[config.mk]
export PLATFORM = sky130hd
export DESIGN_NAME = axil_cfg_sequencer
export DESIGN_NICKNAME = d
export VERILOG_FILES = /design/src/rtl/axil_cfg_sequencer.sv
export SDC_FILE = /design/constraint.sdc
export NUM_CORES = 1
export LEC_CHECK = 0
export CORE_MARGIN = 4
export CORE_UTILIZATION = 46
export DETAILED_ROUTE_END_ITERATION = 10
export GPL_TIMING_DRIVEN = 0
export PLACE_DENSITY = 0.95
export SETUP_SLACK_MARGIN = 0.5
export SLEW_MARGIN = 0
export SYNTH_ARGS = -nofsm -noshare
export SYNTH_HDL_FRONTEND = slang
export SYNTH_SLANG_ARGS = --single-unit
[constraint.sdc]
create_clock -name clk -period 6 [get_ports clk]
set_input_delay 1.2 -clock clk [delete_from_list [all_inputs] [get_ports clk]]
set_output_delay 1.2 -clock clk [all_outputs]
set_load 0.1 [all_outputs]
[src/rtl/axil_cfg_sequencer.sv]
// Purpose: walks a register table, writes each entry over AXI4-Lite, writes 1 to the
//          accelerator control register, then polls it until ap_done (bit 1) is set.
// Latency: 1 fetch cycle + AW/W + B per entry; then ctrl write, AR/R polls spaced POLL_GAP cycles.
// Backpressure: every AXI VALID is held with stable payload until its own READY; BREADY/RREADY
//               are raised only while a response is awaited; one transaction in flight at a time.
// Ports: clk, reset_n (async, active low); start/num_entries request a run; tbl_idx/tbl_addr/
//        tbl_data read the parameter table; busy/done/error report status; AW/W/B/AR/R form an
//        AXI4-Lite master with 32-bit address and data.
module axil_cfg_sequencer #(
    parameter int          TBL_DEPTH = 16,
    parameter int          POLL_GAP  = 8,
    parameter logic [31:0] ADDR_CTRL = 32'h0,
    localparam int         IW        = (TBL_DEPTH > 1) ? $clog2(TBL_DEPTH) : 1
) (
    input  logic          clk,
    input  logic          reset_n,
    input  logic          start,
    input  logic [IW:0]   num_entries,
    output logic [IW-1:0] tbl_idx,
    input  logic [31:0]   tbl_addr,
    input  logic [31:0]   tbl_data,
    output logic          busy,
    output logic          done,
    output logic          error,
    output logic [31:0]   AWADDR,
    output logic          AWVALID,
    input  logic          AWREADY,
    output logic [31:0]   WDATA,
    output logic [3:0]    WSTRB,
    output logic          WVALID,
    input  logic          WREADY,
    input  logic [1:0]    BRESP,
    input  logic          BVALID,
    output logic          BREADY,
    output logic [31:0]   ARADDR,
    output logic          ARVALID,
    input  logic          ARREADY,
    input  logic [31:0]   RDATA,
    input  logic [1:0]    RRESP,
    input  logic          RVALID,
    output logic          RREADY
);

    typedef enum logic [3:0] {
        S_IDLE,
        S_FETCH,
        S_WR_AW_W,
        S_WR_B,
        S_GO_AW_W,
        S_GO_B,
        S_POLL_AR,
        S_POLL_R,
        S_GAP
    } state_t;

    localparam logic [IW:0] DEPTH_C   = (IW+1)'(TBL_DEPTH);
    localparam logic [IW:0] IDX_ONE   = (IW+1)'(1);
    localparam logic [7:0]  GAP_INIT  = 8'(POLL_GAP - 1);
    localparam logic [31:0] CTRL_START = 32'h1;
    localparam logic [1:0]  RESP_OKAY = 2'b00;

    state_t      state;
    logic [IW:0] count;      // entries to write in the current run
    logic [7:0]  gap_cnt;    // remaining idle cycles between polls

    logic [IW:0] count_sat;
    logic [IW:0] idx_next;
    logic        aw_ok;
    logic        w_ok;

    // Only bit 1 (ap_done) of the status word matters.
    logic unused_rdata;
    assign unused_rdata = ^{RDATA[31:2], RDATA[0]};

    assign count_sat = (num_entries > DEPTH_C) ? DEPTH_C : num_entries;
    assign idx_next  = {1'b0, tbl_idx} + IDX_ONE;

    // A channel counts as finished once its VALID has dropped or is handshaking now.
    assign aw_ok = !AWVALID || AWREADY;
    assign w_ok  = !WVALID  || WREADY;

    always_ff @(posedge clk or negedge reset_n) begin
        if (!reset_n) begin
            state   <= S_IDLE;
            count   <= '0;
            gap_cnt <= '0;
            tbl_idx <= '0;
            busy    <= 1'b0;
            done    <= 1'b0;
            error   <= 1'b0;
            AWADDR  <= '0;
            AWVALID <= 1'b0;
            WDATA   <= '0;
            WSTRB   <= '0;
            WVALID  <= 1'b0;
            BREADY  <= 1'b0;
            ARADDR  <= '0;
            ARVALID <= 1'b0;
            RREADY  <= 1'b0;
        end else begin
            done  <= 1'b0;
            error <= 1'b0;
            unique case (state)
                S_IDLE: begin
                    // A start arriving in the same cycle as a done/error pulse is dropped,
                    // so the pulse is never followed by busy on the next cycle.
                    if (start && !done && !error) begin
                        count   <= count_sat;
                        tbl_idx <= '0;
                        busy    <= 1'b1;
                        if (count_sat != '0) begin
                            state <= S_FETCH;
                        end else begin
                            AWADDR  <= ADDR_CTRL;
                            WDATA   <= CTRL_START;
                            WSTRB   <= 4'hF;
                            AWVALID <= 1'b1;
                            WVALID  <= 1'b1;
                            state   <= S_GO_AW_W;
                        end
                    end
                end

                // tbl_idx changed on the edge entering this state; the table answer is
                // valid by the end of this single cycle.
                S_FETCH: begin
                    AWADDR  <= tbl_addr;
                    WDATA   <= tbl_data;
                    WSTRB   <= 4'hF;
                    AWVALID <= 1'b1;
                    WVALID  <= 1'b1;
                    state   <= S_WR_AW_W;
                end

                S_WR_AW_W: begin
                    if (AWVALID && AWREADY) AWVALID <= 1'b0;
                    if (WVALID && WREADY)   WVALID  <= 1'b0;
                    if (aw_ok && w_ok) begin
                        BREADY <= 1'b1;
                        state  <= S_WR_B;
                    end
                end

                S_WR_B: begin
                    if (BVALID) begin
                        BREADY <= 1'b0;
                        if (BRESP != RESP_OKAY) begin
                            error <= 1'b1;
                            busy  <= 1'b0;
                            state <= S_IDLE;
                        end else begin
                            tbl_idx <= idx_next[IW-1:0];
                            if (idx_next < count) begin
                                state <= S_FETCH;
                            end else begin
                                AWADDR  <= ADDR_CTRL;
                                WDATA   <= CTRL_START;
                                WSTRB   <= 4'hF;
                                AWVALID <= 1'b1;
                                WVALID  <= 1'b1;
                                state   <= S_GO_AW_W;
                            end
                        end
                    end
                end

                S_GO_AW_W: begin
                    if (AWVALID && AWREADY) AWVALID <= 1'b0;
                    if (WVALID && WREADY)   WVALID  <= 1'b0;
                    if (aw_ok && w_ok) begin
                        BREADY <= 1'b1;
                        state  <= S_GO_B;
                    end
                end

                S_GO_B: begin
                    if (BVALID) begin
                        BREADY <= 1'b0;
                        if (BRESP != RESP_OKAY) begin
                            error <= 1'b1;
                            busy  <= 1'b0;
                            state <= S_IDLE;
                        end else begin
                            ARADDR  <= ADDR_CTRL;
                            ARVALID <= 1'b1;
                            state   <= S_POLL_AR;
                        end
                    end
                end

                S_POLL_AR: begin
                    if (ARREADY) begin
                        ARVALID <= 1'b0;
                        RREADY  <= 1'b1;
                        state   <= S_POLL_R;
                    end
                end

                S_POLL_R: begin
                    if (RVALID) begin
                        RREADY <= 1'b0;
                        if (RRESP != RESP_OKAY) begin
                            error <= 1'b1;
                            busy  <= 1'b0;
                            state <= S_IDLE;
                        end else if (RDATA[1]) begin
                            done  <= 1'b1;
                            busy  <= 1'b0;
                            state <= S_IDLE;
                        end else begin
                            gap_cnt <= GAP_INIT;
                            state   <= S_GAP;
                        end
                    end
                end

                // Occupies exactly POLL_GAP cycles before the next read is issued.
                S_GAP: begin
                    if (gap_cnt == 8'd0) begin
                        ARVALID <= 1'b1;
                        state   <= S_POLL_AR;
                    end else begin
                        gap_cnt <= gap_cnt - 8'd1;
                    end
                end

                default: state <= S_IDLE;
            endcase
        end
    end

endmodule

After elaboration in Yosys (flattened, before gate mapping)
Cells that the tools add are included.
{"block": "totals", "in_bits": 113, "ff_bits": 97, "mem_count": 0, "latch_bits": 0, "ram_bits": 0, "rom_bits": 0}
{"block": "classes", "mux": 79, "eq_ne": 29, "n_reduce_logical": 37, "shifts": 0, "n_bitwise": 0, "addsub": 2, "mul": 0, "div": 0, "magnitude_cmp": 2}
{"op": "32-bit two-way mux", "n": 10}
{"op": "32-bit case mux with 3 select lines", "n": 2}
{"op": "4-bit two-way mux", "n": 18}
{"op": "4-bit case mux with 9 select lines", "n": 1}
{"op": "8-bit two-way mux", "n": 4}
{"op": "2-bit != test (second input constant)", "n": 15}
{"op": "1-bit two-way mux", "n": 29}
{"op": "4-bit by 3-bit == test with 1-bit output (second input constant)", "n": 4}
{"op": "8-bit case mux with 2 select lines", "n": 1}
{"op": "7-bit AND reduction", "n": 2}
{"op": "3-bit two-way mux", "n": 4}
{"op": "4-bit case mux with 3 select lines", "n": 1}
{"op": "6-bit AND reduction", "n": 2}
{"op": "2-bit nonzero test", "n": 6}
{"op": "2-bit by 1-bit != test with 1-bit output (second input constant)", "n": 5}
{"op": "5-bit AND reduction", "n": 2}
{"op": "3-bit nonzero test", "n": 3}
{"op": "4-bit by 2-bit == test with 1-bit output (second input constant)", "n": 2}
{"op": "8-bit logical NOT", "n": 1}
{"op": "1-bit case mux with 4 select lines", "n": 2}
{"op": "4-bit case mux with 2 select lines", "n": 1}
{"op": "8-bit AND reduction", "n": 1}
{"op": "8-bit by 1-bit subtractor with 8-bit output (second input constant)", "n": 1}
{"op": "1-bit case mux with 2 select lines", "n": 3}
{"op": "18 further kinds", "n": 29}

Depth between registers and ports, before layout
Gate-level depths: netlist (run 1).
{"block": "logic_depth", "ltp_word": 6, "depth_mapped": 10, "mapped_depth_nobuf": 8}

Worst setup path after synthesis (run 1)
Ideal clock, no wire load.
{"block": "synth_timing", "path_kind": "flip-flop to flip-flop", "from": "register tbl_idx[0]", "to": "register AWADDR[0]", "t_required_ns": 5.917, "arrival_ns": 2.848, "stages_incl_launch_ff": 11, "period_less_slack_ns": 2.930, "setup_slack_ns": 3.070, "setup_ns": 0.083, "path_cell_list": "dfrtp_1 ha_1 xor2_1 ha_1 a21oi_1 o21ai_0 a31o_2 a31o_2 buf_2 clkbuf_1 a31oi_1"}
{"block": "synth_between", "elab_chain_cells": 4}
{"item": "from (decl)", "line": "19", "text": "output logic [IW-1:0] tbl_idx,"}
{"item": "from (signal assigned)", "line": "152", "text": "tbl_idx <= idx_next[IW-1:0];"}
{"item": "4-bit by 1-bit adder with 5-bit output", "line": "76", "text": "assign idx_next = {1'b0, tbl_idx} + IDX_ONE;"}
{"item": "5-bit less-than comparator", "line": "153", "text": "if (idx_next < count) begin"}
{"item": "2-bit != test (no line)"}
{"item": "6-bit AND reduction (no line)"}
{"item": "to (signal assigned)", "line": "127", "text": "AWADDR <= tbl_addr;"}
{"item": "to (decl)", "line": "25", "text": "output logic [31:0] AWADDR,"}
Every way passes these cells.
A chain may end at the register's enable or synchronous reset.

==> run summary, run 1 <==
The data required time of the critical path is 4.80 ns. For this design, the sink count on the clock tree is 94. The part of the Yosys area used for sequential elements is 46.7%. The worst IR drop on VDD is 475 uV. The sum of overflow across all layers after global routing is 0.

The growth of design area from synthesis to finish is 42.1%. The synthesized design spends more area on one cell type than any other, namely dfrtp_1. The final count of pins violating max slew came out at 0. In the routed design, unresolved DRC markers number 0.

The number of buffers added for setup after CTS is 0. For this design the static power due to leakage is 0.00303 uW. The full die area came out at 12700 um2. The post-placement setup slack is 2.72 ns. In this run the tightest slew margin relative to its limit is 32.2%. The critical path start-end classification is flop to primary output.

The total iterations of the first detailed-routing run came out at 5. The synthesized area divided by synthesized cell count came out at 9.38 um2. The count of routing violations after the opening detailed-route iteration came out at 479. The number of buffers inserted during clock tree synthesis came out at 9. In this run the worst hold path is classified as flop to flop. The number of nets at the end of the flow is 861. The post-synthesis sequential element count is 94. Routability-driven placement finished with a final weighted congestion of 0.880.

The setup slack of the worst register-to-register path is 3.12 ns. The maximum clock rate is 310 MHz. Summed over its instances, the top area cell type makes up 46.7% of the synthesized netlist area.

The total of fill cells in the finished design came out at 780. The depth of the worst register-to-register path is 10. The total of warnings raised by yosys came out at 0. In this run the count of I/O pins placed on the die edge is 225.

The largest net degree at the start of global routing is 64. The number of hold violations in the final report is 0. The routed wire length is 14800 um. The remaining antenna violation count came out at 0.

The number of gates resized after CTS was 0. The horizontal die dimension is 113 um. The maximum fanout encountered on the critical timing path came out at 5. The first-pass GRT wire length came out at 23700 um. The number of different library cells used by synthesis comes to 64. The critical path capture point type is a primary output. The mean number of vias per cell came out at 5.65.

After clock tree synthesis, the flow added hold-fix buffers numbering 0. The clock passes through at most 2 buffers. The kind of start point of the critical path is a flop. The total number of vias came out at 4986.

The clock slew seen by the registers of the worst setup and hold paths is 0.10 ns. The total standard cell area after synthesis came out at 5040 um2. The quantity of I/O buffers inserted on ports is 161. The post-DP HPWL came out at 11100 um.

In the synthesized netlist, the number of instances is 537. At the worst endpoint, the arrival time is 2.03 ns. After synthesis, the share of flip-flops with an asynchronous set or reset is 100%. The run finished with clean final reports. The count of maximum capacitance violations came out at 0.

The H-tree level count came out at 3. The floorplan step defined a core boundary enclosing 10500 um2. The final critical delay including setup and external delays came out at 3.23 ns. TritonCTS built the clock tree. The clock network latency to the later pin of the worst-skew pair came out at 0.36 ns. The count of standard-cell rows is 37. The final worst clock skew is 0.0130 ns. The number of antenna violations at the first check in global routing came out at 0. In the synthesized netlist the dominant register cell turns out to be dfrtp_1. The final critical-path setup slack is 2.77 ns.

The starting density of the core came out at 47.9%. The cell depth of the worst min-delay path is 2. The final clock period utilization by the worst path is 53.8%. At the pin with the least slew margin, the transition time is 1.01 ns. In this run, synthesis inferred 0 flip-flops with an integrated enable. The root buffer cell chosen for the clock tree is clkbuf_8.

For the final routed database, the setup TNS stands at 0 ns. The commonest cells after synthesis are 140 x a21oi_1, 94 x dfrtp_1, 67 x a31oi_1. In this run the power density over the cells is 654 nW/um2. Measured along the y axis, the die boundary spans 113 um. By instance count, the leading cell after synthesis is a21oi_1. The via count of the first global-routing pass is 4898.

The routed length per instance is 16.8 um. Setup violations remaining at the end of the flow were counted as 0. The fraction of layout cells with a size suffix above 1 is 11.5%. Across every metal layer, demand over resource in global routing totals 22.5%. The antenna diode count is 0. By area the synthesized netlist is led by dfrtp_1 47%, a21oi_1 14%, a31oi_1 8.3%.

Setup repair after global routing left no endpoint under its margin.
critical path, stage by stage (launching register included):
cell	delay, ns
dfrtp_1	0.42
buf_4	0.13
clkdlybuf4s50_1	1.12
power by group:
| part | internal, uW | leakage, uW | switching (uW) |
|---|---|---|---|
| Combinational | 852 | 0.00175 | 2360 |
| Sequential | 872 | 0.00119 | 170 |
| Clock | 196 | 0.0000895 | 230 |
| Total | 1920 | 0.00303 | 2760 |
cell usage in the layout (no fill, tap or decap), types with 3 or more instances in the layout:
cell,Yosys,final
clkdlybuf4s50_1,0,160
a21oi_1,140,140
dfrtp_1,94,94
a31oi_1,67,67
buf_4,46,47
conb_1,1,32
clkbuf_1,24,25
nand2_1,17,17
inv_1,16,16
o21ai_0,14,14
nor2_1,13,13
clkbuf_8,0,9
nand2b_1,8,8
ha_1,7,7
xnor2_1,5,5
and3_1,5,5
nor2b_1,4,4
nor3_1,4,4
buf_2,3,3
buf_6,3,3
nand4_1,3,3
xor2_1,3,3
nand3_1,3,3
o2111ai_1,3,3
a211oi_1,3,3
clkinvlp_4,0,3
kinds of logic after synthesis:
| group | count (synthesis) | synth area share (%) |
|---|---|---|
| compound gates | 255 | 29.7 |
| flops | 94 | 46.7 |
| buf+inv | 94 | 11.0 |
| simple gates | 77 | 9.09 |
| xor+xnor | 8 | 1.39 |
| fa+ha+maj | 7 | 1.74 |
| other cells | 1 | 0.0745 |
| mux | 1 | 0.298 |
metrics by stage:
step | std cells | total power [uW] | hold slack, ns | instance area (um2) | utilization [%]
after floorplan | 568 | 3470 | 0.442 | 5150 | -
after global placement | 865 | 4160 | 0.462 | 6930 | 66.0
after detailed placement | 866 | 4240 | 0.475 | 6960 | 66.2
after CTS | 882 | 4680 | 0.497 | 7160 | 68.1
after global routing | 882 | 4920 | 0.538 | 7160 | 68.1
final | 882 | 4680 | 0.493 | 7160 | 68.1
flip-flops by register name (all words and copies together) (netlist names), 4 cells and up:
| register | cells |
|---|---|
| AWADDR | 32 |
| WDATA | 32 |
| count | 5 |
| gap_cnt | 8 |
| state | 4 |
| tbl_idx | 4 |
path summary, 6_finish.rpt:
kind	startpoint	endpoint
min	count[0]	count[0]
max in group asynchronous	reset_n	state[0]
max reg2reg	tbl_idx[0]	AWADDR[31]
max	WSTRB[2]	WSTRB[3]
min reg2reg	count[0]	count[0]
min in group asynchronous	reset_n	count[2]
final cells by class:
cell class,count,area (um2),share of cell area [%]
plain buffers,78,492,6.87
clock buffers,10,128,1.78
clock inverters,6,70.1,0.979
inverters,16,60.1,0.839
multi-input cells,380,2250,31.4
flip-flops and latches,94,2350,32.9
well taps,136,170,2.38
repair buffers,162,1640,22.9
layer usage:
metal / vias to the layer above / track usage (%) / wire length (um)
met1: 2355 / 28.1 / 5910
li1: 2330 / - / -
met2: 282 / 38.8 / 7390
met4: 0 / 8.41 / 216
met3: 19 / 3.94 / 1280
met5: - / 0 / 0
Note: power is estimated with default switching activity, not from simulation.
==> run 2, diff against run 1 <==
- CORE_UTILIZATION: 46 -> 38
- PLACE_DENSITY: 0.95 -> 0.88
- clock period: 6 -> 2.65 ns (I/O delays scaled with it)
==> run 2 against run 1 <==
  * Clock skew decreased by 0.0017 ns
  * Die area increased by 19%
  * Via count increased by 2.7%
  * Register-to-register slack got worse by 2.9 ns
  * Global-route usage decreased by 2.4 points
  * Worst setup slack got worse by 2.5 ns
  * Routed wire length increased by 11%
  * Final area increased by 12%
  * Core utilization decreased by 5.2 points
  * Non-clock buffer count increased by 9
==> run summary, run 2 (synthesized netlist as in run 1, its figures left out) <==
The antenna diode count is 0 (unchanged). The number of antenna violations at the first check in global routing was 0 (unchanged). The H-tree level count came to 3 (unchanged). The full die area is 15200 um2 (was 12700 um2). The total negative slack came out at 0 ns (unchanged). Status: finished, final reports clean (unchanged). The most common library cell in the layout ignoring fill and taps was a21oi_1 (was clkdlybuf4s50_1). The y dimension of the die came out at 123 um (was 113 um).

The critical path start-end classification is flop to flop (was flop to primary output). The clock tree root driver cell is clkbuf_16 (was clkbuf_8). The largest buffer count on any clock path came out at 2 (unchanged). The maximum clock rate is 413 MHz.

The routed length per instance was 17.7 um (was 16.8 um). The remaining antenna violation count is 0 (unchanged). The clock sink count came out at 94 (unchanged). The clock network latency to the later pin of the worst-skew pair was 0.35 ns (was 0.36 ns). The number of endpoints failing setup at the final stage is 0 (unchanged). The end-of-flow core utilization came out at 62.9% (was 68.1%).

The post-DP HPWL was 10600 um (was 11100 um). The relative slew slack is 33.5% (was 32.2%). The final clock period utilization by the worst path is 91.3%. The count of maximum capacitance violations came out at 0 (unchanged). The data required time of the critical path came out at 2.90 ns (was 4.80 ns). The critical path capture point type is a flop (was primary output). The combined flip-flop and latch cell area came out at 2370 um2 (was 2350 um2). The transition at the pin with the smallest max-transition slack was 1.00 ns (was 1.01 ns). The count of routing violations after the opening detailed-route iteration is 402 (was 479). The area inside the core boundary came to 12800 um2 (was 10500 um2). The starting density of the core was 39.4% (was 47.9%).

The clock slew seen by the registers of the worst setup and hold paths is 0.07 ns (was 0.10 ns). The kind of start point of the critical path is a flop (unchanged). The total of fill cells in the finished design came out at 1042 (was 780). The final weighted congestion of routability-driven global placement is 0.898 (was 0.880). The multi-input combinational cell area is 2820 um2 (was 2250 um2).

The number of nets at the end of the flow came out at 870 (was 861). Largest registers: AWADDR (32), WDATA (32), gap_cnt (8) (unchanged). The routed wire length is 16400 um (was 14800 um). The total iterations of the first detailed-routing run is 5 (unchanged). The total routing usage reported by global routing came out at 20.1% (was 22.5%). The DRC violations left came to 0 (unchanged). The total number of vias is 5121 (was 4986). The final count of pins violating max slew came to 0 (unchanged).

The sum of overflow across all layers after global routing is 0 (unchanged). The CTS tree is done (unchanged). The growth of design area from synthesis to finish came out at 59.7% (was 42.1%). Unrepaired setup endpoints after global routing: yes (was no). Top library cells by usage in the layout, fill and taps aside: 138 x a21oi_1, 88 x dfrtp_1, 80 x clkdlybuf4s50_1 (was 160 x clkdlybuf4s50_1, 140 x a21oi_1, 94 x dfrtp_1). The final critical-path setup slack came out at 0.230 ns (was 2.77 ns). The number of hold violations in the final report is 0 (unchanged). The data arrival time of the critical path is 2.67 ns (was 2.03 ns). The horizontal die dimension came out at 123 um (was 113 um). The number of top-level pins is 225 (unchanged). The number of buffers inserted during clock tree synthesis is 9 (unchanged).

The largest net degree at the start of global routing came to 51 (was 64). For the finished layout, the period the worst path requires is 2.42 ns. The post-placement setup slack came out at 0.0230 ns (was 2.72 ns).

The via count of the first global-routing pass came out at 4808 (was 4898). The path type of the worst min-delay path is input port to asynchronous set/reset pin (was flop to flop). The first-pass GRT wire length was 24400 um (was 23700 um). The quantity of I/O buffers inserted on ports is 161 (unchanged). The final worst clock skew came out at 0.0113 ns (was 0.0130 ns). The mean number of vias per cell came out at 5.52 (was 5.65). The maximum fanout encountered on the critical timing path came out at 12 (was 5). The count of standard-cell rows is 41 (was 37). The fraction of layout cells with a size suffix above 1 is 21.6% (was 11.5%).
[run 2: cell type report]
| type | count | area share, % |
|---|---|---|
| plain buffers | 78 | 7.78 |
| clock buffers | 11 | 3.02 |
| clock inverters | 5 | 0.731 |
| flip-flops and latches | 94 | 29.4 |
| repair buffers | 171 | 20.6 |
| inverters | 16 | 0.747 |
| well taps | 172 | 2.68 |
| multi-input cells | 380 | 35.0 |
[run 2: what timing repair did]
item / in CTS / in global routing
resized for setup: 116 / 57
endpoints found under the setup margin: 148 / 93
gates cloned: 3 / 0
hold buffers: 0 / 0
setup buffers: 4 / 2
endpoints found under the hold margin: 0 / 0
pin swaps: 3 / 5
[run 2: per-stage QoR]
step	std cells	cell area, um2	hold slack, ns
CTS	925	7670	0.201
global route	927	8040	0.227
floorplan	568	5250	0.234
finish	927	8040	0.185
detailed placement	902	7100	0.474
global placement	901	7070	0.462
[run 2: worst max-delay path, cell delays in order, from the launching register on]
cell,delay (ns)
dfrtp_4,0.49
ha_4,0.17
xor2_1,0.16
ha_1,0.32
a21oi_2,0.14
o21ai_2,0.09
a31o_4,0.23
a31o_4,0.24
buf_12,0.15
buf_8,0.16
a31oi_1,0.16
[run 2: path summary, 6_finish.rpt]
path / start / to / slack, ns / cells past startpoint
min reg2reg: count[1] / count[1] / 0.49 / 2
min: reset_n / BREADY / 0.18 / 1
max in group asynchronous: reset_n / tbl_idx[1] / 1.80 / 2
max reg2reg: tbl_idx[0] / WDATA[13] / 0.23 / 10
max: tbl_idx[0] / WDATA[13] / 0.23 / 10
min in group clk: count[1] / count[1] / 0.49 / 2
[run 2: per-layer routing]
layer  share of wire [%]  track usage [%]
met5                   0                0
met2                  49             31.6
met1                  42             27.8
met4                 2.0             6.99
met3                 6.8             3.71
Power of run 2 is left out: the tool's default activity adds up to more than one toggle a clock period on the data nets, which glitch-free logic cannot reach.
==> run 3, diff against run 2 <==
- CORE_UTILIZATION: 38 -> 42
- PLACE_DENSITY: 0.88 -> 0.92
- clock period: 2.65 -> 2.27 ns (I/O delays scaled with it)
==> run 3 against run 2 <==
  * The run now ends with setup timing left
  * Worst setup slack worse by 0.43 ns
  * Critical path depth is the same
  * Register-to-register slack got worse by 0.43 ns
  * Via count grew 5.3%
  * First-iteration DRC count rose by 45%
  * Sequential share of layout area decreased by 1.8 points
  * Routed wire length is 11% higher
  * Global-route usage grew 3.4 points
  * Clock skew is 0.0044 ns lower
==> run summary, run 3 (synthesized netlist as in run 1, its figures left out) <==
The combined flip-flop and latch cell area is 2370 um2 (about the same). Top library cells by usage in the layout, fill and taps aside: 134 x a21oi_1, 85 x dfrtp_1, 79 x clkdlybuf4s50_1 (was 138 x a21oi_1, 88 x dfrtp_1, 80 x clkdlybuf4s50_1). The horizontal die dimension came out at 118 um (was 123 um). The maximum clock rate came to 405 MHz (was 413 MHz). The via count of the first global-routing pass is 5221 (was 4808). The met1 track utilization from global routing came to 29.9% (was 27.8%). The full die area came out at 13800 um2 (was 15200 um2).

The kind of start point of the critical path is a flop (unchanged). The data required time of the critical path is 2.52 ns (was 2.90 ns). The most common library cell in the layout ignoring fill and taps is a21oi_1 (unchanged).

Unrepaired setup endpoints after global routing: yes (unchanged). The mean number of vias per cell came out at 5.85 (was 5.52). The DRC violations left is 0 (unchanged). The final reports fail on setup timing. The growth of design area from synthesis to finish was 70.3% (was 59.7%). The starting density of the core came out at 43.5% (was 39.4%). The clock slew seen by the registers of the worst setup and hold paths is 0.07 ns (about the same). The critical path capture point type was a flop (unchanged). The clock sink count came out at 94 (unchanged). The total of hold buffers inserted after clock tree synthesis came to 0 (unchanged). The total iterations of the first detailed-routing run came to 5 (unchanged). The final critical-path setup slack is -0.199 ns (was 0.230 ns). The critical path start-end classification is flop to flop (unchanged).

The count of standard-cell rows came out at 39 (was 41). The H-tree level count is 3 (unchanged). The remaining antenna violation count is 0 (unchanged). The number of placed instances with taps included is 873 (was 902). The data arrival time of the critical path is 2.72 ns (was 2.67 ns). Largest registers: AWADDR (32), WDATA (32), gap_cnt (8) (unchanged). The largest net degree at the start of global routing is 53 (was 51). The final count of pins violating max slew came out at 0 (unchanged).

The CTS tree is done (unchanged). The quantity of I/O buffers inserted on ports came out at 161 (unchanged). The y dimension of the die is 118 um (was 123 um). The multi-input combinational cell area came out at 3000 um2 (was 2820 um2). The count of routing violations after the opening detailed-route iteration is 583 (was 402).

The clock network latency to the later pin of the worst-skew pair was 0.35 ns (about the same). The routed length per instance is 19.8 um (was 17.7 um). The total routing usage reported by global routing came out at 23.5% (was 20.1%). The number of buffers inserted during clock tree synthesis came out at 9 (unchanged). The count of maximum capacitance violations is 0 (unchanged). The total of fill cells in the finished design came out at 761 (was 1042). The number of endpoints failing setup at the final stage is 68 (was 0). Status: complete, but fails checks (was finished, final reports clean). The fraction of layout cells with a size suffix above 1 is 36.2% (was 21.6%). The final clock period utilization by the worst path came out at 109% (was 91.3%). The clock tree root driver cell is clkbuf_16 (unchanged). The antenna diode count came out at 0 (unchanged).

The maximum fanout encountered on the critical timing path came to 10 (was 12). The sum of overflow across all layers after global routing is 0 (unchanged). The total number of vias came out at 5392 (was 5121). The global-route track usage on met3 came out at 5.09% (was 3.71%).

The largest buffer count on any clock path came out at 2 (unchanged). The path type of the worst min-delay path was input port to asynchronous set/reset pin (unchanged). The number of hold violations in the final report came out at 0 (unchanged). The number of antenna violations at the first check in global routing came to 0 (unchanged). The final instance count without filler cells came to 921 (was 927). The final critical delay including setup and external delays came out at 2.47 ns (was 2.42 ns). The area inside the core boundary is 11600 um2 (was 12800 um2). The number of top-level pins is 225 (unchanged). The final weighted congestion of routability-driven global placement is 0.926 (was 0.898). The number of nets at the end of the flow came to 893 (was 870). The post-DP HPWL came to 10700 um (was 10600 um). The global routing's busiest layer is met2 (unchanged). The relative slew slack is 59.7% (was 33.5%). The transition at the pin with the smallest max-transition slack came out at 0.605 ns (was 1.00 ns). The final worst clock skew came out at 0.00690 ns (was 0.0113 ns).

The routed wire length is 18300 um (was 16400 um). The met2 global-route usage was 38.8% (was 31.6%). The first-pass GRT wire length came out at 26800 um (was 24400 um).
[run 3: cell count changes in the layout (fill, tap and decap cells not counted), sizes merged, moves of 2 or more]
cell / delta
dlygate4sd2: -60
clkdlybuf4s15: +43
buf: +33
clkdlybuf4s18: +12
clkbuf: -5
inv: +2
[run 3: timing repair]
action | CTS | global route
endpoints found under the hold margin | 0 | 0
gates resized for setup | 311 | 84
endpoints found under the setup margin | 171 | 105
setup buffers | 20 | 7
gates cloned | 2 | 3
pin swaps | 9 | 12
[run 3: stage by stage]
step	worst slack (ns)	cell area [um2]	utilization, %	hold WS, ns	TNS (ns)
final	-0.199	8580	74.2	0.109	-7.53
after global routing	-0.276	8580	74.2	0.146	-12.38
after CTS	-0.0843	8110	70.1	0.122	-3.97
after detailed placement	-0.243	7070	61.1	0.472	-14.17
after global placement	-3.37	7050	60.9	0.466	-274.78
after floorplan	-0.155	5260	-	0.158	-9.35
[run 3: worst paths after layout]
check,to,slack [ns],cells past startpoint,startpoint
setup / recovery,AWADDR[21],-0.20,10,tbl_idx[0]
max in group asynchronous,WDATA[31],1.49,2,reset_n
hold / removal,tbl_idx[0],0.11,1,reset_n
setup reg to reg,AWADDR[21],-0.20,10,tbl_idx[0]
hold reg to reg,count[2],0.49,2,count[2]
min in group clk,count[2],0.49,2,count[2]
[run 3: worst max-delay path, cell delays in order (launching register included)]
cell and delay [ns]:
dfrtp_4 0.50, ha_4 0.17, xor2_1 0.16, ha_1 0.30
a21oi_2 0.15, o21ai_2 0.08, a31o_2 0.23, a31o_4 0.27
buf_12 0.16, clkbuf_16 0.17, a31oi_1 0.18
[run 3: routing by layer]
layer,share of wire [%],wire length (um)
met2,50,9120
met1,40,7260
met5,0,0
met3,7.1,1300
met4,3.3,601
[run 3: final cells by class]
class | count | share of cell area, %
plain buffers | 78 | 7.48
inverters | 16 | 0.700
clock buffers | 10 | 2.67
flip-flops and latches | 94 | 27.7
multi-input cells | 380 | 35.0
well taps | 143 | 2.09
clock inverters | 6 | 1.09
repair buffers | 194 | 23.3
Power of run 3 is left out for the same reason.
